## src/rtl/pipe_ex_hs.sv

```systemverilog
// rtl/pipe_ex_hs.sv - three-stage F = ((A+B) + (C -/+ D)) * D pipeline with valid/ready handshake
module pipe_ex_hs #(
    parameter int N     = 10,
    parameter int OUT_W = 2*N
) (
    input  logic             clk,
    input  logic             rst_n,
    input  logic             flush,
    input  logic             in_valid,
    output logic             in_ready,
    input  logic             mode,
    input  logic [N-1:0]     A,
    input  logic [N-1:0]     B,
    input  logic [N-1:0]     C,
    input  logic [N-1:0]     D,
    output logic             out_valid,
    input  logic             out_ready,
    output logic [OUT_W-1:0] F,
    output logic [1:0]       occupancy
);

    // Stage 1: partial sums and the D operand carried forward
    logic [N-1:0]     x1_q, x1_d;
    logic [N-1:0]     x2_q, x2_d;
    logic [N-1:0]     d1_q, d1_d;
    logic             v1_q, v1_d;

    // Stage 2: combined sum
    logic [N-1:0]     x3_q, x3_d;
    logic [N-1:0]     d2_q, d2_d;
    logic             v2_q, v2_d;

    // Stage 3: product
    logic [OUT_W-1:0] f_q, f_d;
    logic             v3_q, v3_d;

    logic             adv1, adv2, adv3;
    logic [N-1:0]     sum_ab, sum_cd, sum_x;
    logic [2*N-1:0]   x3_ext, d2_ext, prod_full;

    // A stage may advance when it is empty or its successor advances; the
    // ripple from out_ready to in_ready is a deliberate combinational path.
    always_comb begin
        adv3     = !v3_q || out_ready;
        adv2     = !v2_q || adv3;
        adv1     = !v1_q || adv2;
        in_ready = adv1;
    end

    always_comb begin
        sum_ab    = A + B;
        sum_cd    = mode ? (C + D) : (C - D);
        sum_x     = x1_q + x2_q;
        x3_ext    = {{N{1'b0}}, x3_q};
        d2_ext    = {{N{1'b0}}, d2_q};
        prod_full = x3_ext * d2_ext;
    end

    always_comb begin
        x1_d = x1_q;
        x2_d = x2_q;
        d1_d = d1_q;
        v1_d = v1_q;
        x3_d = x3_q;
        d2_d = d2_q;
        v2_d = v2_q;
        f_d  = f_q;
        v3_d = v3_q;

        if (adv1) begin
            x1_d = sum_ab;
            x2_d = sum_cd;
            d1_d = D;
            v1_d = in_valid;
        end

        if (adv2) begin
            x3_d = sum_x;
            d2_d = d1_q;
            v2_d = v1_q;
        end

        if (adv3) begin
            f_d  = prod_full[OUT_W-1:0];
            v3_d = v2_q;
        end

        // Flush only kills valids; stale data behind a zero valid is harmless.
        if (flush) begin
            v1_d = 1'b0;
            v2_d = 1'b0;
            v3_d = 1'b0;
        end
    end

    always_ff @(posedge clk or negedge rst_n) begin
        if (!rst_n) begin
            x1_q <= '0;
            x2_q <= '0;
            d1_q <= '0;
            v1_q <= 1'b0;
            x3_q <= '0;
            d2_q <= '0;
            v2_q <= 1'b0;
            f_q  <= '0;
            v3_q <= 1'b0;
        end else begin
            x1_q <= x1_d;
            x2_q <= x2_d;
            d1_q <= d1_d;
            v1_q <= v1_d;
            x3_q <= x3_d;
            d2_q <= d2_d;
            v2_q <= v2_d;
            f_q  <= f_d;
            v3_q <= v3_d;
        end
    end

    always_comb begin
        out_valid = v3_q;
        F         = f_q;
        occupancy = {1'b0, v1_q} + {1'b0, v2_q} + {1'b0, v3_q};
    end

endmodule

```

## config.mk

```make
export PLATFORM = sky130hd
export DESIGN_NAME = pipe_ex_hs
export DESIGN_NICKNAME = d
export VERILOG_FILES = /design/src/rtl/pipe_ex_hs.sv
export SDC_FILE = /design/constraint.sdc
export NUM_CORES = 1
export LEC_CHECK = 0
export ABC_CLOCK_PERIOD_IN_PS = 8200
export BUFFER_PORTS_ARGS = -buffer_cell sky130_fd_sc_hd__buf_2
export CORE_MARGIN = 1
export CORE_UTILIZATION = 45
export CTS_CLUSTER_DIAMETER = 40
export CTS_CLUSTER_SIZE = 30
export DETAILED_ROUTE_END_ITERATION = 6
export HOLD_SLACK_MARGIN = 0.02
export PLACE_DENSITY_LB_ADDON = 0.25
export SYNTH_ARGS = -nofsm -noshare
export SYNTH_HDL_FRONTEND = slang
export SYNTH_SLANG_ARGS = --single-unit
```

## constraint.sdc

```tcl
create_clock -name clk -period 8.2 [get_ports clk]
set_input_delay 1.23 -clock clk [delete_from_list [all_inputs] [get_ports clk]]
set_output_delay 1.23 -clock clk [all_outputs]
set_load 0.1 [all_outputs]
```

==> reports/metrics.cfg, run 1 <==
[outcome]
status=finished, final reports clean

[clock_network]
clk-insertion-delay-late_ps=350
post_cts_buffers=0
clkTransAtPathRegs_ps=70
clk_path_buf_depth=2
hold_buffers=0
htree_levels=3
cts_resized=0
numCtsBuffers=9
clock_sinks=73
root_buffer=clkbuf_16
cts_tree=done

[global_routing]
gr-total-overflow=0
grt_start_max_net_pins=74
grt_pass1_wl_um=26280
antenna_found_initial=0
grt_pass1_vias=5561
grt_util_all_layers_pct=19.88

[drt]
wl_met1_um=7125
post-route-drc-count=0
wl_um=15680
wl_met3_um=448
highest_layer=met4
dr.pass1.iters=4
viasPerCell=5.123
detail-route-antenna-nets=0
drt_iter0_drc=220
dr_total_vias=5707
avgRoutedWirePerCell_um=14.08
route.met2.wl_um=7943

[yosys]
avgSynthCellArea_um2=8.731
synth_area_mm2=0.007473
yosysTopAreaCellShare_pct=24.44
synth-seq-cells=73
syn_inst=856
syn-num-nets=1051
synth_top_area_cell=dfrtp_1
ys_types=54
ys_seq_area_share_pct=24.44
synth_flop_cell=dfrtp_1
synth_area_leaders=dfrtp_1 24%, fa_1 18%, ha_1 14%, nand2_1 7.7%, and2_1 4.9%
yosysWarnings=0
synth-edff-count=0
async_flop_share_pct=100.0

[timing]
rsz0062_at_grt=false
slew_viol_final=0
worst_pin_slew_ps=945.1
final.setup.tns_ps=0
hold_ws_ps=458.8
max_freq_mhz=197.3
relSlewSlack_pct=36.99
setup_viol=0
min_period_ps=5069
period_share_pct=61.82
fin_skew_ps=8.206
hold_viol_final=0

[layout]
antennaDiodeCount=0
final_common_cell=nand2_1
layout.nets=1088
final_cells=1114
design_area_mm2=0.008225
final_cell_mix=153 x nand2_1, 83 x ha_1, 79 x inv_1
area_growth_pct=10.06
drive_above_1_share_pct=10.69

[setup_path]
r2r_start=x3_q[3]$_DFFE_PN0P_
worstPathArrival_ps=5310
crit_type=register to register
critPathLaunch=x3_q[3]$_DFFE_PN0P_
start_kind=register
path_max_fanout=11
cp-end-kind=register
crit_required_ps=8440

[placement]
place.port_buffers=69
dp_hpwl_um=12500
placed_cell_area_mm2=0.007915
placed_cells=1098
gp_congestion=0.8558

[floorplan]
io_pins=70
dieArea_mm2=0.01713
rows=46
dieWidth_um=130.9
die_h_um=130.9
start_util_pct=46.54
core_area_mm2=0.01606

[flow_run]
drv_cap=0

[min_path]
hold_start=F[0]$_DFFE_PN0P_
hold_path.class=register to register

cells by family (layout without fill, tap and decap cells):
group	count (synthesis)	in the layout	share of synthesized area (%)
simple gates	319	319	20.02
fa+ha+maj	149	149	31.58
compound gates	149	149	12.49
buf+inv	124	166	6.513
flops	73	73	24.44
xor+xnor	41	41	4.805
mux	1	1	0.1507
layer usage:
layer	global-route usage (%)	up-vias
li1	-	2892
met1	25.59	2724
met2	34.52	78
met3	3.624	13
met4	4.801	0
met5	0	-
critical path: stages, from the launching register on:
cell	delay, ps
dfrtp_1	500
and2_1	240
fa_1	540
inv_1	50
fa_1	480
inv_1	60
fa_1	500
fa_1	540
inv_1	50
fa_1	530
inv_1	40
ha_1	210
a21oi_1	270
o21a_1	180
o21ba_4	150
a21oi_2	60
or3_1	330
a31o_1	210
worst paths after layout:
check	endpoint	slack (ps)	depth (start not counted)
max	F[19]$_DFFE_PN0P_	3130	17
min	F[0]$_DFFE_PN0P_	460	2
max reg2reg	F[19]$_DFFE_PN0P_	3130	17
min reg2reg	F[0]$_DFFE_PN0P_	460	2
max in group asynchronous	d2_q[0]$_DFFE_PN0P_	6550	1
min in group asynchronous	F[4]$_DFFE_PN0P_	1000	1
through the flow:
step | utilization (%) | setup WS (ps)
finish | 51.22 | 3131
global route | 51.22 | 2880
CTS | 51.22 | 3157
detailed placement | 49.29 | 3174
global placement | 49.29 | 3300
floorplan | - | 3417
flip-flops by register name, indices dropped and copies added (netlist names):
signal	cells
F	20
d1_q	10
d2_q	10
x1_q	10
x2_q	10
x3_q	10
out_valid	1
v1_q	1
v2_q	1
final cells by class:
class                           instances  area (µm²)
Fill cell                            1508        7833
Multi-Input combinational cell        659        5162
Sequential cell                        73        1827
Timing Repair Buffer                   70       355.3
Inverter                               80       300.3
Tap cell                              216       270.3
Clock buffer                            9       225.2
Clock inverter                          7       85.08
synthesized netlist by cell type (all sizes together), types with 2 or more instances:
library cell    n
a211oi         11
a21o            8
a21oi          46
a31oi           3
and2           58
and3            7
buf             8
clkbuf         36
dfrtp          73
fa             66
ha             83
inv            80
nand2         153
nand2b          5
nand3          10
nand3b          3
nand4           6
nand4b          2
nor2           42
nor2b           5
nor3           15
nor3b           2
nor4            5
o211a           2
o211ai          3
o21a           11
o21ai          41
o21ba           2
o21bai          5
o22ai           2
o31a            2
o31ai           7
or2             2
or3             2
xnor2          16
xor2           25
Power of run 1 is left out: the tool's default activity adds up to more than one toggle a clock period on the data nets, which glitch-free logic cannot reach.
==> run 2, diff against run 1 <==
--- a/config.mk
+++ b/config.mk
@@ -5,7 +5,7 @@
 export SDC_FILE = /design/constraint.sdc
 export NUM_CORES = 1
 export LEC_CHECK = 0
-export ABC_CLOCK_PERIOD_IN_PS = 8200
+export ABC_CLOCK_PERIOD_IN_PS = 4960
 export BUFFER_PORTS_ARGS = -buffer_cell sky130_fd_sc_hd__buf_2
 export CORE_MARGIN = 1
 export CORE_UTILIZATION = 45
==> constraint.sdc (replaced) <==
create_clock -name clk -period 4.96 [get_ports clk]
set_input_delay 0.744 -clock clk [delete_from_list [all_inputs] [get_ports clk]]
set_output_delay 0.744 -clock clk [all_outputs]
set_load 0.1 [all_outputs]
==> run 2 against run 1 <==
Die area is the same; register-to-register slack got worse by 3000 ps; sequential cell count stayed put; maximum frequency grew 5.7%; cell area increased by 2.6%; highest routed layer unchanged.
==> reports/metrics.cfg, run 2 (synthesis results as in run 1) <==
[outcome]
status=finished, final reports clean

[clock_network]
cts_tree=done
htree_levels=3  ; unchanged
numCtsBuffers=9  ; unchanged
clk-insertion-delay-late_ps=350  ; about the same
root_buffer=clkbuf_16
clkTransAtPathRegs_ps=70  ; about the same
clk_path_buf_depth=2  ; unchanged
clock_sinks=73  ; unchanged

[global_routing]
grt_pass1_wl_um=26950  ; +2.6%
grt_util_all_layers_pct=20.53  ; +0.65 points
grt_pass1_vias=5619  ; +1.0%
grt_start_max_net_pins=74  ; unchanged
antenna_found_initial=0  ; unchanged
gr-total-overflow=0  ; unchanged

[floorplan]
die_h_um=130.9  ; unchanged
dieArea_mm2=0.01713  ; unchanged
rows=46  ; unchanged
core_area_mm2=0.01606  ; unchanged
dieWidth_um=130.9  ; unchanged
io_pins=70  ; unchanged
start_util_pct=46.54  ; unchanged

[timing]
period_share_pct=96.69  ; +35 points
hold_viol_final=0  ; unchanged
max_freq_mhz=208.5  ; +5.7%
relSlewSlack_pct=37.26  ; +0.26 points
worst_pin_slew_ps=941.1  ; -3.957 ps
setup_viol=0  ; unchanged
slew_viol_final=0  ; unchanged
min_period_ps=4796  ; -273.3 ps
final.setup.tns_ps=0  ; unchanged
rsz0062_at_grt=false
fin_skew_ps=10.27  ; +2.063 ps

[layout]
regArea_mm2=0.001831  ; +0.21%
area_growth_pct=12.92
design_area_mm2=0.008439  ; +2.6%
nFillCells=1544  ; +2.4%
final_cell_mix=153 x nand2_1, 82 x ha_1, 79 x inv_1
final_common_cell=nand2_1
layout.nets=1114  ; +2.4%
largest_register_ffs=20  ; unchanged
antennaDiodeCount=0  ; unchanged
multiInputGateArea_mm2=0.005185  ; +0.44%
drive_above_1_share_pct=14.18  ; +3.5 points

[min_path]
min_to=F[2]$_DFFE_PN0P_
hold_path.class=register to register
min_path_cells=2  ; unchanged
hold_start=F[2]$_DFFE_PN0P_

[drt]
dr_total_vias=5858  ; +2.6%
avgRoutedWirePerCell_um=14.28  ; +1.4%
drt_iter0_drc=255  ; +16%
detail-route-antenna-nets=0  ; unchanged
viasPerCell=5.139  ; +0.30%
dr.pass1.iters=5  ; +1
wl_um=16280  ; +3.8%
post-route-drc-count=0  ; unchanged

[setup_path]
crit_type=register to register
start_kind=register
path_max_fanout=5  ; -6
rr_endpoint=F[19]$_DFFE_PN0P_
reg2reg_depth=17  ; unchanged
worstPathArrival_ps=5030  ; -280 ps
reg2reg_setup_slack_ps=160  ; -2970 ps
cp-end-kind=register
r2r_start=x3_q[3]$_DFFE_PN0P_
crit_required_ps=5190  ; -3250 ps

[placement]
dp_hpwl_um=12930  ; +3.4%
place.port_buffers=69  ; unchanged
placed_cell_area_mm2=0.008080  ; +2.1%
gp_congestion=0.8676  ; +1.4%

[flow_run]
drv_cap=0  ; unchanged

## run 2: changes by cell type in the layout (fill, tap and decap cells not counted), sizes merged
cell	change
clkinvlp	+1
buf	+26
clkinv	-1
## run 2: cell type report
class	count	area share [%]
repair buffers	96	6.523
multi-input cells	659	61.44
clock inverters	7	0.9192
clock buffers	9	2.669
inverters	80	3.558
well taps	216	3.202
flip-flops and latches	73	21.69
## run 2: how the worst max path moves through the flow
stage,from,endpoint,cells after the start
2_1_floorplan,d2_q[6]$_DFFE_PN0P_,F[19]$_DFFE_PN0P_,18
4_1_cts,x3_q[6]$_DFFE_PN0P_,F[19]$_DFFE_PN0P_,16
6_report,x3_q[3]$_DFFE_PN0P_,F[19]$_DFFE_PN0P_,17
3_5_place_dp,x3_q[6]$_DFFE_PN0P_,F[19]$_DFFE_PN0P_,16
5_1_grt,d2_q[6]$_DFFE_PN0P_,F[19]$_DFFE_PN0P_,16
3_3_place_gp,x3_q[6]$_DFFE_PN0P_,F[19]$_DFFE_PN0P_,16
## run 2: repair_timing
| item | CTS | global route |
|---|---|---|
| setup buffers | 0 | 4 |
| resized for setup | 0 | 9 |
| hold buffers | 0 | 0 |
| endpoints found under the setup margin | 0 | 9 |
## run 2: stage by stage
step                      hold slack (ps)  setup WS (ps)  utilization, %  std cells
after floorplan                     438.6          177.2               -        856
after global placement              443.8          165.2           50.32       1120
after detailed placement            452.2          101.6           50.32       1120
after CTS                           468.0          60.92           52.21       1136
after global routing                496.4          3.486           52.56       1140
final                               461.3          164.0           52.56       1140
## run 2: layer usage
metal | share of wire (%) | vias to the layer above | global-route usage [%]
met5 | 0 | - | 0
met1 | 45 | 2790 | 26.47
li1 | - | 2946 | -
met4 | 0.88 | 0 | 5.206
met3 | 3.4 | 15 | 3.502
met2 | 50 | 107 | 35.67
## run 2: worst max-delay path, stage by stage, from the launching register on
cell and delay [ps]:
dfrtp_1 370, and2_1 180, fa_1 530, inv_1 50, fa_1 480, inv_1 60
fa_1 470, fa_1 540, inv_1 60, fa_1 540, inv_1 50, ha_2 320
nand2_1 100, o21a_1 170, o21ba_4 150, a21oi_2 50, or3_1 340, a31o_1 220
Power of run 2 is left out for the same reason.
==> run 3, diff against run 2 <==
--- a/config.mk
+++ b/config.mk
@@ -8,7 +8,7 @@
 export ABC_CLOCK_PERIOD_IN_PS = 4960
 export BUFFER_PORTS_ARGS = -buffer_cell sky130_fd_sc_hd__buf_2
 export CORE_MARGIN = 1
-export CORE_UTILIZATION = 45
+export CORE_UTILIZATION = 62
 export CTS_CLUSTER_DIAMETER = 40
 export CTS_CLUSTER_SIZE = 30
 export DETAILED_ROUTE_END_ITERATION = 6
==> run 3 against run 2 <==
Die area down 27%; non-clock buffer count unchanged; clock skew down 3.4 ps; critical path depth unchanged; maximum frequency up 0.18%; hold slack worse by 69 ps; via count up 4.2%; core utilization up 19 points.
==> reports/metrics.cfg, run 3 (synthesis results as in run 1) <==
[timing]
setup_viol=0  ; unchanged
setup_ws_ps=172.7  ; +8.765 ps
min_period_ps=4787  ; -8.765 ps
slew_viol_final=0  ; unchanged
hold_viol_final=0  ; unchanged
period_share_pct=96.52  ; -0.18 points
hold_ws_ps=392.4  ; -68.93 ps
relSlewSlack_pct=47.09  ; +9.8 points
worst_pin_slew_ps=793.6  ; -147.5 ps
fin_skew_ps=6.836  ; -3.432 ps
max_freq_mhz=208.9  ; +0.18%

[floorplan]
die_h_um=111.8  ; -15%
dieWidth_um=111.8  ; -15%
dieArea_mm2=0.01250  ; -27%
start_util_pct=64.62  ; +18 points
core_area_mm2=0.01156  ; -28%
io_pins=70  ; unchanged
rows=39  ; -15%

[clock_network]
clk_path_buf_depth=2  ; unchanged
hold_buffers=0  ; unchanged
cts_tree=done
htree_levels=3  ; unchanged
clk-insertion-delay-late_ps=340  ; about the same
root_buffer=clkbuf_16
clock_sinks=73  ; unchanged
numCtsBuffers=9  ; unchanged
clkTransAtPathRegs_ps=60  ; about the same

[placement]
gp_congestion=0.8656  ; -0.23%
post-place-ws_ps=15.37  ; -86.27 ps
place.port_buffers=69  ; unchanged
placed_cells=1048  ; -6.4%
dp_hpwl_um=14100  ; +9.1%

[drt]
route.met2.wl_um=9014  ; +9.7%
wl_met3_um=594  ; +6.3%
wl_um=17630  ; +8.3%
highest_layer=met4
wl_met1_um=7388  ; +0.39%
detail-route-antenna-nets=0  ; unchanged
dr.pass1.iters=5  ; unchanged
drt_iter0_drc=244  ; -4.3%
dr_total_vias=6105  ; +4.2%
avgRoutedWirePerCell_um=16.52  ; +16%
viasPerCell=5.722  ; +11%
post-route-drc-count=0  ; unchanged

[global_routing]
grt_start_max_net_pins=50  ; -32%
gr-total-overflow=0  ; unchanged
antenna_found_initial=0  ; unchanged
grt_pass1_wl_um=29970  ; +11%
grt_util_all_layers_pct=30.46  ; +9.9 points
grt_pass1_vias=6268  ; +12%

[setup_path]
crit_required_ps=5180  ; about the same
r2r_start=x3_q[5]$_DFFE_PN0P_
critPathLaunch=x3_q[5]$_DFFE_PN0P_
worstPathArrival_ps=5010  ; -20 ps
path_max_fanout=8  ; +3
reg2reg_depth=17  ; unchanged
start_kind=register
crit_type=register to register
cp-end-kind=register

[layout]
final_cell_mix=153 x nand2_1, 81 x ha_1, 79 x inv_1
final_common_cell=nand2_1
final_util_pct=72.03  ; +19 points
area_growth_pct=11.47
largest_register_ffs=20  ; unchanged
drive_above_1_share_pct=14.29  ; +0.11 points
nFillCells=911  ; -41%
antennaDiodeCount=0  ; unchanged
final_cells=1067  ; -6.4%
layout.nets=1114  ; unchanged

[flow_run]
drv_cap=0  ; unchanged

[outcome]
status=finished, final reports clean

[min_path]
hold_path.class=primary input to async pin

[run 3: critical path: stages, from the launching register on]
cell,delay (ps)
dfrtp_2,440
and2_1,180
fa_1,480
inv_1,50
fa_1,490
inv_1,50
fa_1,480
fa_1,540
inv_1,60
fa_1,540
inv_1,50
ha_2,320
nand2_1,100
o21a_1,140
o21ba_4,150
a21oi_2,50
or3_1,340
a31o_1,220
[run 3: through the flow]
step,area (µm²),setup TNS (ps)
final,8330,0
after global placement,7991,0
after global routing,8330,-8.156
after CTS,8287,0
after detailed placement,7991,0
after floorplan,7473,0
[run 3: path summary, 6_finish.rpt]
check | endpoint | slack [ps]
worst max-delay path | F[19]$_DFFE_PN0P_ | 170
worst min-delay path | x1_q[4]$_DFFE_PN0P_ | 390
worst max register to register | F[19]$_DFFE_PN0P_ | 170
worst min register to register | F[3]$_DFFE_PN0P_ | 470
max in group asynchronous | d2_q[9]$_DFFE_PN0P_ | 3490
min in group clk | F[3]$_DFFE_PN0P_ | 470
[run 3: what timing repair did]
action	CTS	global route
pin swaps	0	1
gates resized for setup	1	11
setup buffers	0	3
endpoints found under the setup margin	1	8
[run 3: routing by layer]
metal  track usage [%]  up-vias
li1                  -     2941
met4             13.33        0
met1             37.07     2961
met3             4.409       49
met5                 0        -
met2             53.79      154
[run 3: layout make-up]
cell class / instances / area [µm²] / share of cell area, %
multi-input cells: 659 / 5175 / 62.12
flip-flops and latches: 73 / 1834 / 22.02
repair buffers: 96 / 548.0 / 6.579
inverters: 80 / 300.3 / 3.605
clock buffers: 9 / 225.2 / 2.704
well taps: 143 / 178.9 / 2.148
clock inverters: 7 / 68.82 / 0.8261
Power of run 3 is left out for the same reason.
